<file path="src/rtl/ps2_key_receiver.sv">
// PS/2 keyboard receiver: synchronizes and glitch-filters the pins, deframes 11-bit frames,
// and tracks make/break/extended prefixes to present the currently held key code.
module ps2_key_receiver #(
  parameter int FILTER_LEN     = 4,
  parameter int TIMEOUT_CYCLES = 50000
) (
  input  logic       clk,
  input  logic       reset,
  input  logic       ps2_clk,
  input  logic       ps2_data,
  output logic [7:0] data,
  output logic [7:0] scancode,
  output logic       code_valid,
  output logic       frame_err
);

  localparam int FW = (FILTER_LEN > 1) ? $clog2(FILTER_LEN) : 1;
  localparam int TW = $clog2(TIMEOUT_CYCLES + 1);

  typedef enum logic {IDLE, SHIFT} state_t;

  logic          r_clk_s1, r_clk_s2, r_dat_s1, r_dat_s2;
  logic          r_filt_clk;
  logic [FW-1:0] r_filt_cnt;
  logic          r_fall, r_fall_dat;

  state_t        r_state;
  logic [3:0]    r_bitcnt;
  logic [8:0]    r_shift;
  logic [TW-1:0] r_tocnt;
  logic          r_brk, r_ext;
  logic [7:0]    r_data, r_scancode;
  logic          r_code_valid, r_frame_err;

  // Payload plus parity must hold an odd number of ones, and the stop bit must be high.
  function automatic logic frame_ok(input logic [8:0] bits, input logic stop);
    return (^bits) & stop;
  endfunction

  // Input stage: synchronizers, glitch filter, falling-edge pulse with its data sample
  always_ff @(posedge clk) begin
    if (reset) begin
      r_clk_s1   <= 1'b1;
      r_clk_s2   <= 1'b1;
      r_dat_s1   <= 1'b1;
      r_dat_s2   <= 1'b1;
      r_filt_clk <= 1'b1;
      r_filt_cnt <= '0;
      r_fall     <= 1'b0;
      r_fall_dat <= 1'b1;
    end else begin
      r_clk_s1   <= ps2_clk;
      r_clk_s2   <= r_clk_s1;
      r_dat_s1   <= ps2_data;
      r_dat_s2   <= r_dat_s1;
      r_fall     <= 1'b0;
      r_fall_dat <= r_dat_s2;
      if (r_clk_s2 == r_filt_clk) begin
        r_filt_cnt <= '0;
      end else if (r_filt_cnt == FW'(FILTER_LEN - 1)) begin
        r_filt_clk <= r_clk_s2;
        r_filt_cnt <= '0;
        r_fall     <= r_filt_clk;
      end else begin
        r_filt_cnt <= r_filt_cnt + 1'b1;
      end
    end
  end

  // Frame stage: deframing, timeout, key tracking and registered pulses
  always_ff @(posedge clk) begin
    if (reset) begin
      r_state      <= IDLE;
      r_bitcnt     <= '0;
      r_tocnt      <= '0;
      r_brk        <= 1'b0;
      r_ext        <= 1'b0;
      r_data       <= '0;
      r_scancode   <= '0;
      r_code_valid <= 1'b0;
      r_frame_err  <= 1'b0;
    end else begin
      r_code_valid <= 1'b0;
      r_frame_err  <= 1'b0;
      case (r_state)
        IDLE: begin
          r_tocnt  <= '0;
          r_bitcnt <= '0;
          if (r_fall) begin
            if (!r_fall_dat) r_state <= SHIFT;
            else             r_frame_err <= 1'b1;
          end
        end
        SHIFT: begin
          if (r_fall) begin
            r_tocnt <= '0;
            if (r_bitcnt == 4'd9) begin
              r_state  <= IDLE;
              r_bitcnt <= '0;
              if (frame_ok(r_shift, r_fall_dat)) begin
                r_code_valid <= 1'b1;
                r_scancode   <= r_shift[7:0];
                if (r_shift[7:0] == 8'hF0) begin
                  r_brk <= 1'b1;
                end else if (r_shift[7:0] == 8'hE0) begin
                  r_ext <= 1'b1;
                end else if (r_ext) begin
                  r_ext <= 1'b0;
                  r_brk <= 1'b0;
                end else if (r_brk) begin
                  if (r_shift[7:0] == r_data) r_data <= '0;
                  r_brk <= 1'b0;
                end else begin
                  r_data <= r_shift[7:0];
                end
              end else begin
                r_frame_err <= 1'b1;
              end
            end else begin
              r_shift  <= {r_fall_dat, r_shift[8:1]};
              r_bitcnt <= r_bitcnt + 1'b1;
            end
          end else if (r_tocnt == TW'(TIMEOUT_CYCLES - 1)) begin
            r_frame_err <= 1'b1;
            r_state     <= IDLE;
            r_bitcnt    <= '0;
            r_tocnt     <= '0;
          end else begin
            r_tocnt <= r_tocnt + 1'b1;
          end
        end
        default: r_state <= IDLE;
      endcase
    end
  end

  assign data       = r_data;
  assign scancode   = r_scancode;
  assign code_valid = r_code_valid;
  assign frame_err  = r_frame_err;

endmodule
</file>
<file path="config.mk">
export PLATFORM = sky130hd
export DESIGN_NAME = ps2_key_receiver
export DESIGN_NICKNAME = d
export VERILOG_FILES = /design/src/rtl/ps2_key_receiver.sv
export SDC_FILE = /design/constraint.sdc
export NUM_CORES = 1
export LEC_CHECK = 0
export ABC_CLOCK_PERIOD_IN_PS = 5500
export CORE_ASPECT_RATIO = 0.7
export CORE_MARGIN = 3
export CORE_UTILIZATION = 50
export DETAILED_ROUTE_END_ITERATION = 7
export PLACE_DENSITY = 0.71
export SETUP_SLACK_MARGIN = 0.5
export SYNTH_ARGS = -nofsm -noshare
export SYNTH_HDL_FRONTEND = slang
export SYNTH_SLANG_ARGS = --single-unit
</file>
<file path="constraint.sdc">
create_clock -name clk -period 5.5 [get_ports clk]
set_input_delay 0.55 -clock clk [delete_from_list [all_inputs] [get_ports clk]]
set_output_delay 0.55 -clock clk [all_outputs]
set_load 0.005 [all_outputs]
</file>
==> key figures <==
Worst setup path
  • Worst Setup SP: r_shift[6]$_DFFE_PP_
  • Critical path arrival: around 3.2 ns
  • Maximum fanout along the worst path: 14
  • Cells on worst reg2reg path: 6
  • Startpoint Class: register
  • Worst R2R Setup Slack: between 2 and 3 ns
  • Worst flop-to-flop path startpoint: r_shift[6]$_DFFE_PP_
  • Critical path endpoint category: register
  • WP data required: 5.74 ns
  • Kind of critical path: register to register

Routing
  • Pre-Repair DR Iteration Count: 4
  • DR DRC count: 0
  • Final ANT Viol Nets: 0
  • Drt initial violations: between 150 and 200
  • DR vias: roughly 1700
  • Final WL: 4423 um
  • Drt wl/cell: 12.86 um
  • Average vias per placed instance: roughly 5

Synthesis
  • Yosys Warn Count: 0
  • Mapped Area: 2526 sq um
  • Synthesized Nets: 262
  • Sequential fraction of the synthesis area: 0.5032
  • Fraction of registers with async set/reset: 0
  • Unique masters post-synth: 41
  • Commonest register cell after synthesis: dfxtp_1
  • Synthesized instance count: ~250
  • Seq cells post-synth: 59
  • Post-synth EDFFs: 9
  • Mean Syn Cell Area: between 10 and 15 sq um

Layout
  • # nets final: 286
  • Leading cell type in the layout, fill and taps excluded: dfxtp_1
  • Commonest cells after routing, fill and taps aside: 50 x dfxtp_1, 33 x nor2_1, 21 x clkdlybuf4s50_1, 15 x xor2_1
  • Filler cells: 406
  • N_diodes: 0
  • Layout cell share with drive strength beyond 1: 0.1007
  • Area Growth Syn to Fin: 18.47%

Timing
  • Peak Freq: 336.0 MHz
  • Clock Skews: 0.008656 ns
  • Setup TNS: 0 ns
  • Final worst path period need: 2.976 ns
  • Final hold vios: 0
  • Slew @ Worst Pin: 0.7648 ns
  • Slew headroom: 0.4883
  • Final setup fails: 0
  • Period utilization: 0.5412
  • Pins Over Slew Limit: 0
  • Unrepaired setup endpoints after global routing: no

Floorplan
  • Core Rows: 20
  • Die Height: between 60 and 70 um
  • Die width: slightly above 90 um
  • Die Footprint: about 6000 sq um
  • Io pins: 22
  • Core Area: 4604 sq um
  • Initial Util: 0.5486

Placement
  • Final HPWL DP: 3135 um
  • Port Buf Inserts: 21
  • Gp weighted congestion: approximately 0.85

Outcome
  • Status: completed

Min path
  • Hold Path Cell Cnt: 1
  • HP Start: r_dat_s2$_SDFF_PP1_
  • Hold Crit Class: register to register

CTS
  • CTS Buf Count: 9
  • Worst skew pair latency: 0.34 ns
  • Number of buffers added for setup after CTS: 0
  • CTS Buffer Depth: 2
  • CTS root buf: clkbuf_8
  • Clk sinks: 59
  • Htree depth: 3
  • CTS Hold Bufs: 0
  • Clock transition at the registers of the reported paths: approximately 0.060 ns
  • Post_cts resized: 0
  • CTS tree: built

Power
  • LEAKAGE: about 1.1 nW
  • PwrDens: 285.5 nW/um^2
  • Peak supply drop: 218.5 uV
  • Overall power: 0.8544 mW

Global routing
  • Initial antenna violation count: 0
  • Total GRT Usage: 0.1714
  • Grt met2 use: 0.2227
  • Largest net degree at the start of global routing: 44
  • Vias in the first global route: 1559
  • Grt total ovfl: 0
  • Grt peak-use layer: met1
  • Global-route wire length before repair: between 7000 and 8000 um
  • Met1 Use GR: 0.2435
  • Routing usage on met3: 0.06979

Flow run
  • Max-cap viol count: 0
[stage by stage]
step,utilization,hold slack [ns],cells,instance area [sq um],setup slack [ns]
2_1_floorplan,-,0.3895,249,2526,3.150
3_3_place_gp,0.6049,0.3940,328,2785,2.674
3_5_place_dp,0.6049,0.3929,328,2785,2.538
4_1_cts,0.6500,0.4070,344,2993,2.501
5_1_grt,0.6500,0.4285,344,2993,2.376
6_report,0.6500,0.4061,344,2993,2.524
[logic make-up after synthesis]
family                     after synthesis  share of synthesized area
and+or+nand+nor                         99                     0.2115
DFF                                     59                     0.5032
AOI/OAI and AO/OA                       30                    0.08619
xor gates and xnor gates                22                    0.08470
buffers and inverters                   21                    0.03417
muxes                                    9                    0.03566
adders and majority gates                9                    0.04458
[path summary, 6_finish.rpt]
check	endpoint
max	data[2]$_SDFFE_PP0P_
min	r_fall_dat$_SDFF_PP1_
max reg2reg	data[2]$_SDFFE_PP0P_
min reg2reg	r_fall_dat$_SDFF_PP1_
[sequential cells by signal, indices dropped and copies added, names as in the netlist]
name	flops
r_tocnt	16
r_shift	9
data	8
scancode	8
r_bitcnt	4
r_filt_cnt	2
code_valid	1
frame_err	1
r_brk	1
r_clk_s1	1
r_clk_s2	1
r_dat_s1	1
r_dat_s2	1
r_ext	1
r_fall	1
r_fall_dat	1
r_filt_clk	1
r_state	1
[critical path, stage by stage (launching register included)]
cell      delay, ns
edfxtp_1       0.46
ha_1           0.34
xnor3_1        0.39
xnor2_2        0.22
nand3_2        0.38
or4_1          0.77
o32ai_1        0.30
[per-layer routing]
metal  part of all wire  up-vias
li1                   -      914
met1               0.54      784
met2               0.38       32
met3              0.054        8
met4              0.021        0
met5                  0        -
[Yosys cell counts, drive strengths merged (4+ instances only)]
master | instances | share of area
a21oi | 11 | 0.022
and3 | 4 | 0.0099
clkbuf | 6 | 0.0094
dfxtp | 50 | 0.40
edfxtp | 9 | 0.11
ha | 9 | 0.045
inv | 12 | 0.018
mux2i | 9 | 0.036
nand2 | 12 | 0.018
nand2b | 9 | 0.022
nand3 | 5 | 0.012
nand4 | 4 | 0.0099
nor2 | 33 | 0.049
o21ai | 7 | 0.014
o32ai | 8 | 0.031
or2 | 6 | 0.015
or3 | 8 | 0.020
xnor2 | 6 | 0.024
xor2 | 15 | 0.052
[report_power, final]
group,switching (mW),internal (mW),total (mW)
clock network,0.159,0.246,0.405
registers,0.000782,0.438,0.439
logic,0.00542,0.00473,0.0102
total,0.166,0.689,0.854
[area by class of cell]
type	instances	area [sq um]	share of cell area
clock inverters	2	35.03	0.01171
multi-input cells	169	1169	0.3905
flip-flops and latches	59	1271	0.4247
well taps	66	82.58	0.02759
inverters	12	45.04	0.01505
clock buffers	14	172.7	0.05769
repair buffers	22	217.7	0.07274
(Power assumes the default switching activity.)
